===== src/rtl/conversie_bcd_20b_pkg.sv =====
// Shared definitions for the binary-to-BCD converter slice.
package conversie_bcd_20b_pkg;

   // Default binary input width (also the number of shift iterations)
   localparam int unsigned WIDTH_DEF = 20;
   // Default number of BCD digits presented to the display driver
   localparam int unsigned NDIG_DEF  = 6;
   // Width of one BCD digit
   localparam int unsigned NIB_W     = 4;

   // Converter sequencing states
   typedef enum logic [1:0] {
      ST_IDLE  = 2'd0,
      ST_SHIFT = 2'd1,
      ST_DONE  = 2'd2
   } state_t;

endpackage : conversie_bcd_20b_pkg


===== src/rtl/conversie_bcd_20b_if.sv =====
// Start/busy/done handshake plus operand and result bus of the converter.
interface conversie_bcd_20b_if
   import conversie_bcd_20b_pkg::*;
#(
   parameter int unsigned WIDTH = WIDTH_DEF,
   parameter int unsigned NDIG  = NDIG_DEF
);

   logic                    start;
   logic [WIDTH-1:0]        bin;
   logic                    c_in;
   logic                    busy;
   logic                    done;
   logic [NIB_W*NDIG-1:0]   bcd;
   logic                    ovf;

   // Requester side (adder / sequencer)
   modport master (
      output start, bin, c_in,
      input  busy, done, bcd, ovf
   );

   // Converter side
   modport slave (
      input  start, bin, c_in,
      output busy, done, bcd, ovf
   );

endinterface : conversie_bcd_20b_if


===== src/rtl/conversie_bcd_20b_corectie_bcd.sv =====
// Double-dabble correction cell: adds 3 to a BCD digit that is 5 or more,
// so that the following left shift carries correctly into the next digit.
module corectie_bcd
   import conversie_bcd_20b_pkg::*;
(
   input  logic [NIB_W-1:0] din,
   output logic [NIB_W-1:0] dout_c
);

   // Add-3 when the digit would exceed 9 after doubling
   always_comb begin
      dout_c = din;
      if (din >= NIB_W'(5)) begin
         dout_c = din + NIB_W'(3);
      end
   end

endmodule : corectie_bcd


===== src/rtl/conversie_bcd_20b.sv =====
// Iterative binary-to-BCD converter (shift-and-add-3, one bit per clock)
// placed after the 20-bit adder. One extra internal digit is kept only to
// detect values that do not fit in the displayed digits.
module conversie_bcd_20b
   import conversie_bcd_20b_pkg::*;
#(
   parameter int unsigned WIDTH = WIDTH_DEF,
   parameter int unsigned NDIG  = NDIG_DEF
)
(
   input  logic                clk,
   input  logic                rst_n,
   conversie_bcd_20b_if.slave  bus
);

   localparam int unsigned BCD_W = NIB_W * (NDIG + 1);
   localparam int unsigned OUT_W = NIB_W * NDIG;
   localparam int unsigned SR_W  = BCD_W + WIDTH;
   localparam int unsigned CNT_W = $clog2(WIDTH);

   state_t             state_q, state_d;
   logic [SR_W-1:0]    sr_q, sr_d;
   logic [CNT_W-1:0]   cnt_q, cnt_d;
   logic               carry_q, carry_d;
   logic               busy_q, busy_d;
   logic               done_q, done_d;
   logic [OUT_W-1:0]   bcd_q, bcd_d;
   logic               ovf_q, ovf_d;

   logic [BCD_W-1:0]   bcd_fix_c;
   logic [SR_W-1:0]    shift_c;

   // One correction cell per digit of the BCD field (including the guard digit)
   for (genvar g = 0; g < int'(NDIG) + 1; g++) begin : g_fix
      corectie_bcd u_fix (
         .din    (sr_q[WIDTH + NIB_W*g +: NIB_W]),
         .dout_c (bcd_fix_c[NIB_W*g +: NIB_W])
      );
   end

   // Corrected digits followed by the remaining binary bits, shifted left once
   always_comb begin
      shift_c = {bcd_fix_c, sr_q[WIDTH-1:0]} << 1;
   end

   // State, datapath and output registers
   always_ff @(posedge clk or negedge rst_n) begin
      if (!rst_n) begin
         state_q <= ST_IDLE;
         sr_q    <= '0;
         cnt_q   <= '0;
         carry_q <= 1'b0;
         busy_q  <= 1'b0;
         done_q  <= 1'b0;
         bcd_q   <= '0;
         ovf_q   <= 1'b0;
      end else begin
         state_q <= state_d;
         sr_q    <= sr_d;
         cnt_q   <= cnt_d;
         carry_q <= carry_d;
         busy_q  <= busy_d;
         done_q  <= done_d;
         bcd_q   <= bcd_d;
         ovf_q   <= ovf_d;
      end
   end

   // Next-state, iteration control and result capture
   always_comb begin
      state_d = state_q;
      sr_d    = sr_q;
      cnt_d   = cnt_q;
      carry_d = carry_q;
      bcd_d   = bcd_q;
      ovf_d   = ovf_q;
      done_d  = 1'b0;

      case (state_q)
         ST_IDLE: begin
            if (bus.start) begin
               sr_d    = {{BCD_W{1'b0}}, bus.bin};
               carry_d = bus.c_in;
               cnt_d   = '0;
               state_d = ST_SHIFT;
            end
         end

         ST_SHIFT: begin
            sr_d  = shift_c;
            cnt_d = cnt_q + CNT_W'(1);
            if (cnt_q == CNT_W'(WIDTH - 1)) begin
               state_d = ST_DONE;
            end
         end

         ST_DONE: begin
            bcd_d   = sr_q[WIDTH +: OUT_W];
            ovf_d   = carry_q | (sr_q[SR_W-1 -: NIB_W] != '0);
            done_d  = 1'b1;
            state_d = ST_IDLE;
         end

         default: begin
            state_d = ST_IDLE;
         end
      endcase

      busy_d = (state_d != ST_IDLE);
   end

   assign bus.busy = busy_q;
   assign bus.done = done_q;
   assign bus.bcd  = bcd_q;
   assign bus.ovf  = ovf_q;

endmodule : conversie_bcd_20b


===== src/flat_wrapper.sv =====
// flat-port wrapper written by rule: the top's interface ports become plain ports
module conversie_bcd_20b_flat import conversie_bcd_20b_pkg::*;
#(
   parameter int unsigned WIDTH = WIDTH_DEF,
   parameter int unsigned NDIG  = NDIG_DEF
)
  (clk, rst_n, bus_start, bus_bin, bus_c_in, bus_busy, bus_done, bus_bcd, bus_ovf);
  conversie_bcd_20b_if #(.WIDTH(WIDTH), .NDIG(NDIG)) bus_i ();
  input  logic clk;
  input  logic rst_n;
  input wire logic [$bits(bus_i.start)-1:0] bus_start;
  input wire logic [$bits(bus_i.bin)-1:0] bus_bin;
  input wire logic [$bits(bus_i.c_in)-1:0] bus_c_in;
  output wire logic [$bits(bus_i.busy)-1:0] bus_busy;
  output wire logic [$bits(bus_i.done)-1:0] bus_done;
  output wire logic [$bits(bus_i.bcd)-1:0] bus_bcd;
  output wire logic [$bits(bus_i.ovf)-1:0] bus_ovf;
  assign bus_i.start = bus_start;
  assign bus_i.bin = bus_bin;
  assign bus_i.c_in = bus_c_in;
  assign bus_busy = bus_i.busy;
  assign bus_done = bus_i.done;
  assign bus_bcd = bus_i.bcd;
  assign bus_ovf = bus_i.ovf;
  conversie_bcd_20b #(.WIDTH(WIDTH), .NDIG(NDIG)) u_core (.clk(clk), .rst_n(rst_n), .bus(bus_i));
endmodule

===== config.mk =====
export PLATFORM = sky130hd
export DESIGN_NAME = conversie_bcd_20b_flat
export DESIGN_NICKNAME = d
export VERILOG_FILES = /design/src/rtl/conversie_bcd_20b_pkg.sv /design/src/rtl/conversie_bcd_20b_if.sv /design/src/rtl/conversie_bcd_20b_corectie_bcd.sv /design/src/rtl/conversie_bcd_20b.sv /design/src/flat_wrapper.sv
export SDC_FILE = /design/constraint.sdc
export NUM_CORES = 1
export LEC_CHECK = 0
export BUFFER_PORTS_ARGS = -buffer_cell sky130_fd_sc_hd__buf_2
export CORE_ASPECT_RATIO = 1.75
export CORE_UTILIZATION = 35
export DETAILED_ROUTE_END_ITERATION = 12
export PLACE_DENSITY = 0.67
export SYNTH_ARGS = -nofsm -noshare
export SYNTH_HDL_FRONTEND = slang
export SYNTH_HIERARCHICAL = 1
export SYNTH_SLANG_ARGS = --single-unit

===== constraint.sdc =====
create_clock -name clk -period 1.25 [get_ports clk]
set_input_delay 0.1875 -clock clk [delete_from_list [all_inputs] [get_ports clk]]
set_output_delay 0.1875 -clock clk [all_outputs]
set_load 0.005 [all_outputs]

# --- Word-level counts from Yosys, hierarchy flattened ---
# Cells that the tools add are included.
# W data, S select, Z words.
classes:
  n_addsub: 8
  n_lt_le_gt_ge: 7
  eq_ne: 4
  muxes: 15
  bitwise: 1
  n_reduce_logical: 6
ops:
  columns: ["cell", "count"]
  rows:
  - ["$pmux W48 S2", 1]
  - ["$mux W48", 1]
  - ["$ge A4 B3 Y1 const B", 7]
  - ["$add A4 B2 Y4 const B", 6]
  - ["$mux W4", 6]
  - ["$pmux W5 S2", 1]
  - ["$add A5 B1 Y5 const B", 1]
  - ["$eq A5 B5 Y1 const B", 1]
  - ["$mux W5", 1]
  - ["$mux W2", 2]
  - ["$pmux W2 S2", 1]
  - ["$reduce_and A2 Y1", 2]
  - ["$reduce_bool A2 Y1", 2]
  - ["$reduce_bool A4 Y1", 1]
  - ["$add A3 B2 Y3 const B", 1]
  - ["$mux W3", 1]
  - ["$eq A2 B1 Y1 const B", 1]
  - ["$eq A2 B2 Y1 const B", 1]
  - ["$logic_not A2 Y1", 1]
  - ["$ne A2 B2 Y1 const B", 1]
  - ["$mux W1", 1]
  - ["$or A1 B1 Y1", 1]
word_totals:
  reg_bits: 83
  in_bits: 24
  output_inout_bits: 27

# --- Depth between registers and ports, before layout ---
# Gate-level depths: netlist of run 1.
logic_depth:
  ltp_word: 4
  depth_mapped: 6

# --- By module ---
# Netlist of run 1, hierarchy kept.
by_module_without_submodules:
  columns: ["module", "instances", "cells_per_inst", "area_each_um2", "seq_area_each_um2"]
  rows:
  - ["conversie_bcd_20b", 1, 265, 3494.6, 2077.0]
  - ["corectie_bcd", 7, 16, 101.3, 0.0]

# --- Worst setup path before layout of run 1 ---
# No wires, ideal clock.
synth_timing:
  path_kind: "register -> register"
  from: "register u_core.sr_q[44]"
  to: "register u_core.sr_q[46]"
  setup_time_ps: 121
  t_arrival_ps: 1222
  path_slack_ps: -93
  path_stages_with_launch: 6
  path_buffers: 0
  synth_period_minus_slack_ps: 1343
  cell_sequence: "dfrtp_1 -> ha_1 -> nand2b_1 -> a21oi_2 -> mux2i_1 -> a22o_1"
synth_between:
  elab_chain_len: 3
  word_cells_on_any_way: 4
  cone_classes: "add/sub: 1; order compare: 1; mux: 2"
synth_lines:
  columns: ["item", "line_no", "rtl"]
  rows:
  - ["start, declared", "conversie_bcd_20b.sv:22", "logic [SR_W-1:0] sr_q, sr_d;"]
  - ["start signal, assigned", "conversie_bcd_20b.sv:59", "sr_q <= sr_d;"]
  - ["$ge A4 B3 Y1 or $add A3 B2 Y3 (tied branches)", "conversie_bcd_20b_corectie_bcd.sv:13, conversie_bcd_20b_corectie_bcd.sv:14", null]
  - ["$mux W3 (*)", "conversie_bcd_20b_corectie_bcd.sv:13", "if (din >= NIB_W'(5)) begin"]
  - ["net u_core.bcd_fix_c[25]", "conversie_bcd_20b.sv:30", "logic [BCD_W-1:0] bcd_fix_c;"]
  - ["$pmux W48 S2 (*)", "conversie_bcd_20b.sv:79", "case (state_q)"]
# The timed path passes the listed nets; every way through them passes the cells marked *.
# A chain may end at the register's enable or synchronous reset.

# --- Final worst setup path of run 1 ---
layout_timing:
  from: "register u_core.state_q[0]"
  to: "register u_core.bcd_q[13], in the netlist u_core/bus.bcd[13]"
layout_between:
  elab_chain_len: 1
layout_lines:
  columns: ["item", "line_no", "rtl"]
  rows:
  - ["start, declared", "conversie_bcd_20b.sv:21", "state_t state_q, state_d;"]
  - ["start signal, assigned", "conversie_bcd_20b.sv:58", "state_q <= state_d;"]
  - ["$eq A2 B2 Y1", "conversie_bcd_20b.sv:79", null]
  - ["end signal, assigned", "conversie_bcd_20b.sv:55", "bcd_q <= '0;"]
  - ["end signal, assigned", "conversie_bcd_20b.sv:64", "bcd_q <= bcd_d;"]
  - ["end, declared", "conversie_bcd_20b.sv:27", "logic [OUT_W-1:0] bcd_q, bcd_d;"]
# Every way passes these cells.

==> results.sh, run 1 <==
export IMPL_run_status="complete, but fails checks"
export IMPL_failed_checks="negative setup slack"
export IMPL_vdd_ir_max_v=0.00103
export IMPL_synthesis_area_sq_um=4180
export IMPL_timing_max_transition_violations_final=0
export IMPL_final_setup_viol_count=75
export IMPL_row_count=52
export IMPL_crit_required_ns=1.47
export IMPL_synth_warning_count=6
export IMPL_final_core_util_pct=51.3
export IMPL_setup_repair_after_global_routing_missed_its_margin="yes"
export IMPL_worst_setup_path_type="reg2reg"
export IMPL_syn_avg_cell_area_sq_um=11.2
export IMPL_finalCritPeriodShare_pct=110
export IMPL_firstDrtPassIters=6
export IMPL_first_global_vias=3359
export IMPL_cts_sink_count=83
export IMPL_fin_crit_ns=1.37
export IMPL_floorplan_die_width_um=84.7
export IMPL_tritoncts="done"
export IMPL_global_route_overflow_total=0
export IMPL_r2r_slack_ns=-0.12
export IMPL_cts_root_buf="sky130_fd_sc_hd__clkbuf_16"
export IMPL_antenna_left=0
export IMPL_dp_worst_setup_slack_ns=-0.140
export IMPL_clock_pin_slew_reported_for_the_worst_setup_and_hold_paths_after_clock_tree_synthesis_ns=0.06
export IMPL_grt_first_pass_wirelength_mm=16.2
export IMPL_count_of_maximum_capacitance_violations=0
export IMPL_power_density_nw_per_um2=2700
export IMPL_hold_slack_ns=0.103
export IMPL_ios=51
export IMPL_worstSetupEndpointType="register"
export IMPL_clk_insertion_delay_late_ns=0.33
export IMPL_max_freq_mhz=730
export IMPL_worst_slew_pin_transition_ns=0.474
export IMPL_worst_endpoint_arrival_ns=1.59
export IMPL_crit_path_max_fanout=8
export IMPL_grt_max_degree=84
export IMPL_die_area_sq_um=12400
export IMPL_worst_r2r_cell_count=3
export IMPL_port_buffers=50
export IMPL_cts_buffers=9
export IMPL_viasPerCell=5.26
export IMPL_worst_r2r_startpoint="u_core/state_q[0]"
export IMPL_synthesis_instances=373
export IMPL_grt_antenna_before_repair=0
export IMPL_finish_net_count=514
export IMPL_setup_worst_path_end="u_core/bus.bcd[13]"
export IMPL_total_power_mw=16.1
export IMPL_hold_viol=0
export IMPL_synthesis_nets=412
export IMPL_place_gp_congestion=0.761
export IMPL_detail_route_iter0_violations=165
export IMPL_avgRoutedWirePerCell_um=16.5
export IMPL_starting_density_of_the_core_pct=36.1
export IMPL_area_overhead_of_the_layout_relative_to_synthesis_pct=42.1
export IMPL_rr_endpoint="u_core/bus.bcd[13]"
export IMPL_n_antenna_cell=0
export IMPL_static_leakage_power_nw=2.76
export IMPL_timing_max_slew_rel_slack_pct=68.4
export IMPL_remaining_drc_errors=0
export IMPL_worst_setup_path_start_kind="register"
export IMPL_hold_path_class="in2reg"
export IMPL_detail_route_wirelength_mm=10.1
export IMPL_cts_max_path_buffers=2
export IMPL_hpwl_mm=6.13
export IMPL_layout_drive_gt1_share_pct=48.3
export IMPL_fin_worst_skew_ns=0.00458
export IMPL_ctsHtreeMaxLevel=3
export IMPL_worstSetupStartpoint="u_core/state_q[0]"
export IMPL_setup_ws_ns=-0.120
export IMPL_die_h_um=147
export IMPL_routed_via_count=3237
export IMPL_track_usage_pct=16.4
export IMPL_core_sq_um=11600
==> power breakdown <==
| group | internal, mW | switching, mW | leakage [nW] |
|---|---|---|---|
| combinational | 4.80 | 3.45 | 1.52 |
| sequential | 3.76 | 1.19 | 1.08 |
| clock | 1.81 | 1.07 | 0.163 |
| total | 10.4 | 5.71 | 2.76 |
==> metrics by stage <==
stage | TNS (ns) | instances | cell area [sq um]
finish | -4.48 | 615 | 5940
global route | -8.73 | 615 | 5940
CTS | -1.41 | 599 | 5580
detailed placement | -3.22 | 573 | 4930
global placement | -1.03 | 573 | 4930
floorplan | -0.839 | 373 | 4330
==> timing repair <==
item                                    CTS  global route
pin swaps                                 3            16
resized for setup                        67            38
cloned                                    1             7
endpoints found under the setup margin   74            81
hold buffers                              1             0
buffers inserted                          8             9
endpoints found under the hold margin    83             0
==> per-layer routing <==
| metal | vias up | share of wire, % | track usage, % |
|---|---|---|---|
| met4 | 0 | 1.6 | 6.44 |
| met2 | 49 | 56 | 29.0 |
| li1 | 1518 | - | - |
| met3 | 12 | 1.9 | 3.00 |
| met1 | 1658 | 41 | 19.3 |
| met5 | - | 0 | 0 |
==> worst min-delay path by stage <==
| stage | startpoint | to | slack [ns] | cells past startpoint |
|---|---|---|---|---|
| 6_report | bus_c_in | u_core/carry_q | 0.10 | 2 |
| 5_1_grt | bus_bin[0] | u_core/sr_q[0] | 0.09 | 2 |
| 4_1_cts | bus_bin[0] | u_core/sr_q[0] | 0.09 | 2 |
| 3_5_place_dp | rst_n | u_core/bus.bcd[3] | 0.26 | 2 |
| 3_3_place_gp | rst_n | u_core/bus.bcd[0] | 0.25 | 2 |
| 2_1_floorplan | rst_n | u_core/bus.bcd[0] | -0.11 | 0 |
==> cell usage in the layout, fill, tap and decap left out, types with 2 or more instances in the layout <==
cell and count:
sky130_fd_sc_hd__o21ai_2 3, sky130_fd_sc_hd__mux2i_1 9, sky130_fd_sc_hd__nor2b_4 2, sky130_fd_sc_hd__nand2_1 30, sky130_fd_sc_hd__inv_1 3, sky130_fd_sc_hd__bufinv_16 2, sky130_fd_sc_hd__nand2b_1 5, sky130_fd_sc_hd__o21ai_1 28
sky130_fd_sc_hd__dfrtp_1 80, sky130_fd_sc_hd__dfrtp_2 3, sky130_fd_sc_hd__buf_2 50, sky130_fd_sc_hd__clkbuf_16 15, sky130_fd_sc_hd__a22oi_1 2, sky130_fd_sc_hd__xnor2_1 6, sky130_fd_sc_hd__a22o_1 30, sky130_fd_sc_hd__mux2_4 24
sky130_fd_sc_hd__ha_2 6, sky130_fd_sc_hd__nor2b_1 19, sky130_fd_sc_hd__clkinv_2 2, sky130_fd_sc_hd__a21oi_4 7, sky130_fd_sc_hd__inv_2 12, sky130_fd_sc_hd__buf_12 7, sky130_fd_sc_hd__buf_6 6, sky130_fd_sc_hd__buf_4 41
sky130_fd_sc_hd__nor2_1 9, sky130_fd_sc_hd__a22oi_2 17, sky130_fd_sc_hd__nand2b_4 10, sky130_fd_sc_hd__a21oi_1 19, sky130_fd_sc_hd__o21ai_0 4, sky130_fd_sc_hd__ha_4 9
==> cell type report <==
class / instances / area, sq um
multi-input cells: 253 / 2340
clock buffers: 10 / 239
well taps: 135 / 169
clock inverters: 6 / 87.6
fillers: 1017 / 5640
repair buffers: 113 / 973
inverters: 15 / 56.3
flip-flops and latches: 83 / 2080
==> critical path, stage by stage (launching register included) <==
cell and delay (ns):
sky130_fd_sc_hd__dfrtp_2 0.48, sky130_fd_sc_hd__nor2b_4 0.26, sky130_fd_sc_hd__clkbuf_16 0.22, sky130_fd_sc_hd__mux2_4 0.30
==> state kept, by name, summed over array words and instances, names as in the netlist <==
name,flops
u_core/sr_q,48
u_core/bus.bcd,24
u_core/cnt_q,5
u_core/state_q,2
u_core/bus.busy,1
u_core/bus.done,1
u_core/bus.ovf,1
u_core/carry_q,1
Power figures use the tool's default switching activity.
==> run 2, diff against run 1 <==
--- a/config.mk
+++ b/config.mk
@@ -10,6 +10,7 @@
 export CORE_UTILIZATION = 35
 export DETAILED_ROUTE_END_ITERATION = 12
 export PLACE_DENSITY = 0.67
+export RECOVER_POWER = 50
 export SYNTH_ARGS = -nofsm -noshare
 export SYNTH_HDL_FRONTEND = slang
 export SYNTH_HIERARCHICAL = 1
==> results.sh, run 2 (synthesis results as in run 1) <==
export IMPL_num_fill_cells=1019
export IMPL_viasPerCell=5.27
export IMPL_r2r_slack_ns=-0.12
export IMPL_rr_endpoint="u_core/bus.bcd[13]"
export IMPL_cts_max_path_buffers=2
export IMPL_vdd_ir_max_v=0.00103
export IMPL_worst_r2r_startpoint="u_core/state_q[0]"
export IMPL_firstDrtPassIters=6
export IMPL_global_route_overflow_total=0
export IMPL_starting_density_of_the_core_pct=36.1
export IMPL_first_global_vias=3359
export IMPL_core_sq_um=11600
export IMPL_mostFrequentLayoutCell="sky130_fd_sc_hd__dfrtp_1"
export IMPL_cts_buffers=9
export IMPL_hold_slack_ns=0.103
export IMPL_cts_sink_count=83
export IMPL_total_power_mw=16.1
export IMPL_n_antenna_cell=0
export IMPL_count_of_maximum_capacitance_violations=0
export IMPL_largest_reg_flops=48
export IMPL_clock_pin_slew_reported_for_the_worst_setup_and_hold_paths_after_clock_tree_synthesis_ns=0.06
export IMPL_failed_checks="negative setup slack"
export IMPL_floorplan_die_width_um=84.7
export IMPL_worst_setup_path_type="reg2reg"
export IMPL_power_density_nw_per_um2=2710
export IMPL_hold_path_class="in2reg"
export IMPL_area_overhead_of_the_layout_relative_to_synthesis_pct=41.9
export IMPL_antenna_left=0
export IMPL_holdPathStages=2
export IMPL_finalCritPeriodShare_pct=110
export IMPL_min_delay_worst_endpoint="u_core/carry_q"
export IMPL_static_leakage_power_nw=2.76
export IMPL_routed_via_count=3239
export IMPL_dp_worst_setup_slack_ns=-0.140
export IMPL_place_gp_congestion=0.761
export IMPL_grt_antenna_before_repair=0
export IMPL_row_count=52
export IMPL_final_core_util_pct=51.3
export IMPL_avgRoutedWirePerCell_um=16.5
export IMPL_detail_route_wirelength_mm=10.1
export IMPL_largest_register="u_core/sr_q"
export IMPL_detail_route_iter0_violations=165
export IMPL_grt_first_pass_wirelength_mm=16.2
export IMPL_timing_max_slew_rel_slack_pct=47.9
export IMPL_worst_endpoint_arrival_ns=1.59
export IMPL_fin_worst_skew_ns=0.00458
export IMPL_worst_setup_path_start_kind="register"
export IMPL_die_area_sq_um=12400
export IMPL_finish_net_count=514
export IMPL_die_h_um=147
export IMPL_run_status="complete, but fails checks"
export IMPL_worstHoldStart="bus_c_in"
export IMPL_hold_viol=0
export IMPL_tritoncts="done"
export IMPL_ctsHtreeMaxLevel=3
export IMPL_grt_max_degree=84
export IMPL_crit_path_max_fanout=8
export IMPL_final_setup_tns_ns=-4.48
export IMPL_setup_repair_after_global_routing_missed_its_margin="yes"
export IMPL_timing_max_transition_violations_final=0
export IMPL_cts_root_buf="sky130_fd_sc_hd__clkbuf_16"
export IMPL_final_cell_mix="sky130_fd_sc_hd__dfrtp_1, sky130_fd_sc_hd__buf_2, sky130_fd_sc_hd__buf_4"
export IMPL_layout_drive_gt1_share_pct=48.3
export IMPL_fin_crit_ns=1.37
export IMPL_port_buffers=50
export IMPL_worst_r2r_cell_count=3
export IMPL_track_usage_pct=16.4
export IMPL_hpwl_mm=6.13
export IMPL_worst_slew_pin_transition_ns=0.782
export IMPL_ios=51
export IMPL_max_freq_mhz=730
export IMPL_final_setup_viol_count=75
export IMPL_crit_required_ns=1.47
export IMPL_setup_ws_ns=-0.120
export IMPL_remaining_drc_errors=0
export IMPL_worstSetupEndpointType="register"
export IMPL_clk_insertion_delay_late_ns=0.33
[run 2: cell types whose count changed in the layout (fill, tap and decap cells not counted)]
| cell | previous run | this run |
|---|---|---|
| sky130_fd_sc_hd__buf_4 | 41 | 40 |
| sky130_fd_sc_hd__buf_12 | 7 | 6 |
| sky130_fd_sc_hd__buf_6 | 6 | 7 |
| sky130_fd_sc_hd__clkbuf_4 | 0 | 1 |
[run 2: how the worst max path moves through the flow]
stage	slack, ns	endpoint	startpoint
global placement	-0.11	u_core/carry_q	u_core/state_q[0]
CTS	-0.09	u_core/sr_q[26]	u_core/sr_q[25]
global route	-0.19	u_core/sr_q[26]	u_core/sr_q[25]
finish	-0.12	u_core/bus.bcd[13]	u_core/state_q[0]
detailed placement	-0.14	u_core/carry_q	u_core/state_q[0]
floorplan	-0.03	u_core/bus.bcd[16]	u_core/state_q[0]
[run 2: final cells by class]
type	count	area (sq um)	share of cell area, %
Clock buffer	10	239	4.03
Clock inverter	6	87.6	1.48
Inverter	15	56.3	0.949
Multi-Input combinational cell	253	2340	39.4
Sequential cell	83	2080	35.1
Tap cell	135	169	2.85
Timing Repair Buffer	113	965	16.3
[run 2: metal layers]
layer  vias to the layer above  routed length (um)  track usage (%)
met5                         -                   0                0
met4                         0                 166             6.44
met2                        49                5640             29.0
li1                       1518                   -                -
met1                      1660                4130             19.3
met3                        12                 196             3.00
[run 2: per-stage QoR]
step                std cells  area (sq um)
finish                    615          5940
global route              615          5940
CTS                       599          5580
detailed placement        573          4930
global placement          573          4930
floorplan                 373          4330
[run 2: where the power goes]
part	leakage, nW	total [mW]	switching, mW	internal, mW
logic	1.52	8.25	3.45	4.80
clock network	0.163	2.88	1.07	1.81
registers	1.08	4.95	1.19	3.76
[run 2: worst max-delay path, stage by stage, from the launching register on]
cell and delay, ns:
sky130_fd_sc_hd__dfrtp_2 0.48, sky130_fd_sc_hd__nor2b_4 0.26, sky130_fd_sc_hd__clkbuf_16 0.22, sky130_fd_sc_hd__mux2_4 0.30
[run 2: repair_timing]
item                                    CTS  global route
hold buffers                              1             0
hold endpoints to repair                 83             0
setup buffers                             8             9
endpoints found under the setup margin   74            81
cloned                                    1             7
pin swaps                                 3            16
gates resized for setup                  67            38
==> run 3, diff against run 2 <==
--- a/config.mk
+++ b/config.mk
@@ -9,7 +9,7 @@
 export CORE_ASPECT_RATIO = 1.75
 export CORE_UTILIZATION = 35
 export DETAILED_ROUTE_END_ITERATION = 12
-export PLACE_DENSITY = 0.67
+export PLACE_DENSITY_LB_ADDON = 0.15
 export RECOVER_POWER = 50
 export SYNTH_ARGS = -nofsm -noshare
 export SYNTH_HDL_FRONTEND = slang
==> results.sh, run 3 (synthesis results as in run 1) <==
export IMPL_count_of_maximum_capacitance_violations=0
export IMPL_failed_checks="negative setup slack"
export IMPL_area_overhead_of_the_layout_relative_to_synthesis_pct=45.6
export IMPL_row_count=52
export IMPL_pwr_share_comb_pct=51.2
export IMPL_post_route_cell_area_sq_um=6090
export IMPL_firstDrtPassIters=6
export IMPL_static_leakage_power_nw=2.83
export IMPL_r2r_slack_ns=-0.17
export IMPL_crit_required_ns=1.52
export IMPL_worst_setup_path_start_kind="register"
export IMPL_first_global_vias=3339
export IMPL_worst_endpoint_arrival_ns=1.69
export IMPL_routed_via_count=3215
export IMPL_timing_max_slew_rel_slack_pct=71.9
export IMPL_final_setup_tns_ns=-6.81
export IMPL_grt_max_degree=28
export IMPL_starting_density_of_the_core_pct=36.1
export IMPL_worst_r2r_startpoint="u_core/state_q[0]"
export IMPL_n_antenna_cell=0
export IMPL_core_sq_um=11600
export IMPL_remaining_drc_errors=0
export IMPL_die_area_sq_um=12400
export IMPL_largest_register="u_core/sr_q"
export IMPL_detail_route_wirelength_mm=10.2
export IMPL_antenna_left=0
export IMPL_clockPowerShare_pct=19.0
export IMPL_worst_r2r_cell_count=6
export IMPL_ctsHtreeMaxLevel=3
export IMPL_final_setup_viol_count=80
export IMPL_power_density_nw_per_um2=2690
export IMPL_min_delay_worst_endpoint="u_core/sr_q[0]"
export IMPL_cts_buffers=9
export IMPL_worstHoldStart="bus_bin[0]"
export IMPL_cts_sink_count=83
export IMPL_ios=51
export IMPL_layout_drive_gt1_share_pct=48.7
export IMPL_die_h_um=147
export IMPL_intPower_mw=10.7
export IMPL_floorplan_die_width_um=84.7
export IMPL_finish_net_count=531
export IMPL_cts_root_buf="sky130_fd_sc_hd__clkbuf_16"
export IMPL_avgRoutedWirePerCell_um=16.1
export IMPL_place_gp_congestion=0.752
export IMPL_setup_ws_ns=-0.170
export IMPL_grt_first_pass_wirelength_mm=16.1
export IMPL_total_power_mw=16.4
export IMPL_holdPathStages=2
export IMPL_detail_route_iter0_violations=158
export IMPL_grt_antenna_before_repair=0
export IMPL_clock_pin_slew_reported_for_the_worst_setup_and_hold_paths_after_clock_tree_synthesis_ns=0.06
export IMPL_track_usage_pct=16.4
export IMPL_final_cell_mix="sky130_fd_sc_hd__dfrtp_1, sky130_fd_sc_hd__buf_2, sky130_fd_sc_hd__buf_4"
export IMPL_tritoncts="done"
export IMPL_largest_reg_flops=48
export IMPL_netSwitchingPower_mw=5.68
export IMPL_fin_worst_skew_ns=0.00807
export IMPL_port_buffers=50
export IMPL_timing_max_transition_violations_final=0
export IMPL_swShare_pct=34.7
export IMPL_mostFrequentLayoutCell="sky130_fd_sc_hd__dfrtp_1"
export IMPL_cts_max_path_buffers=2
export IMPL_fin_crit_ns=1.42
export IMPL_num_fill_cells=1016
export IMPL_hold_path_class="in2reg"
export IMPL_hpwl_mm=6.37
export IMPL_placed_area_sq_um=4940
export IMPL_hold_viol=0
export IMPL_run_status="complete, but fails checks"
export IMPL_crit_path_max_fanout=8
export IMPL_worstSetupEndpointType="register"
export IMPL_worst_setup_path_type="reg2reg"
export IMPL_global_route_overflow_total=0
export IMPL_rr_endpoint="u_core/sr_q[44]"
export IMPL_worst_slew_pin_transition_ns=0.421
export IMPL_clk_insertion_delay_late_ns=0.34
export IMPL_max_freq_mhz=704
export IMPL_vdd_ir_max_v=0.00131
export IMPL_seq_power_share_pct=29.8
export IMPL_finalCritPeriodShare_pct=114
export IMPL_viasPerCell=5.09
export IMPL_setup_repair_after_global_routing_missed_its_margin="yes"
run 3: worst max-delay path by stage:
stage / cells past startpoint / end / start / slack, ns
global placement: 4 / u_core/sr_q[33] / u_core/state_q[0] / -0.11
global route: 6 / u_core/sr_q[30] / u_core/sr_q[28] / -0.21
CTS: 6 / u_core/sr_q[30] / u_core/sr_q[29] / -0.12
detailed placement: 6 / u_core/sr_q[38] / u_core/sr_q[36] / -0.13
finish: 6 / u_core/sr_q[44] / u_core/state_q[0] / -0.17
floorplan: 5 / u_core/bus.bcd[16] / u_core/state_q[0] / -0.03
run 3: power groups by stage:
stage	combinational [mW]	clock, mW	sequential (mW)
floorplan	4.53	0	4.64
global placement	6.06	0	4.76
detailed placement	6.22	0	4.79
CTS	7.17	3.21	4.75
global route	9.13	3.30	5.03
finish	8.37	3.11	4.88
run 3: final cells by class:
| class | instances | area (sq um) | area share [%] |
|---|---|---|---|
| timing repair buffer | 130 | 1140 | 18.8 |
| inverter | 15 | 56.3 | 0.924 |
| tap | 135 | 169 | 2.77 |
| multi-input combinational | 253 | 2290 | 37.6 |
| clock inverter | 6 | 113 | 1.85 |
| sequential | 83 | 2080 | 34.2 |
| clock buffer | 10 | 239 | 3.92 |
run 3: timing repair:
item,CTS,global route
setup buffers,11,17
pin swaps,16,24
gates resized for setup,57,75
setup endpoints to repair,76,82
cloned,2,9
hold buffers,1,0
endpoints found under the hold margin,15,0
run 3: critical path, cell delays in order, from the launching register on:
cell                       delay [ns]
sky130_fd_sc_hd__dfrtp_2         0.43
sky130_fd_sc_hd__buf_6           0.14
sky130_fd_sc_hd__buf_6           0.11
sky130_fd_sc_hd__o21bai_4        0.29
sky130_fd_sc_hd__buf_6           0.16
sky130_fd_sc_hd__buf_6           0.11
sky130_fd_sc_hd__a22o_1          0.12
run 3: per-stage QoR:
stage / cells / hold slack (ns) / setup slack, ns / util [%]
3_3_place_gp: 578 / 0.0823 / -0.114 / 42.7
5_1_grt: 632 / 0.100 / -0.206 / 52.6
3_5_place_dp: 578 / 0.0821 / -0.134 / 42.7
6_report: 632 / 0.0858 / -0.170 / 52.6
4_1_cts: 608 / 0.0676 / -0.121 / 48.6
2_1_floorplan: 373 / -0.108 / -0.0330 / -
run 3: routing by layer:
metal	up-vias	GRT usage, %	wire length (um)	part of all wire (%)
met5	-	0	0	0
met4	0	6.02	172	1.7
met3	13	3.50	261	2.6
met2	47	30.0	5570	55
met1	1603	18.4	4180	41
li1	1552	-	-	-
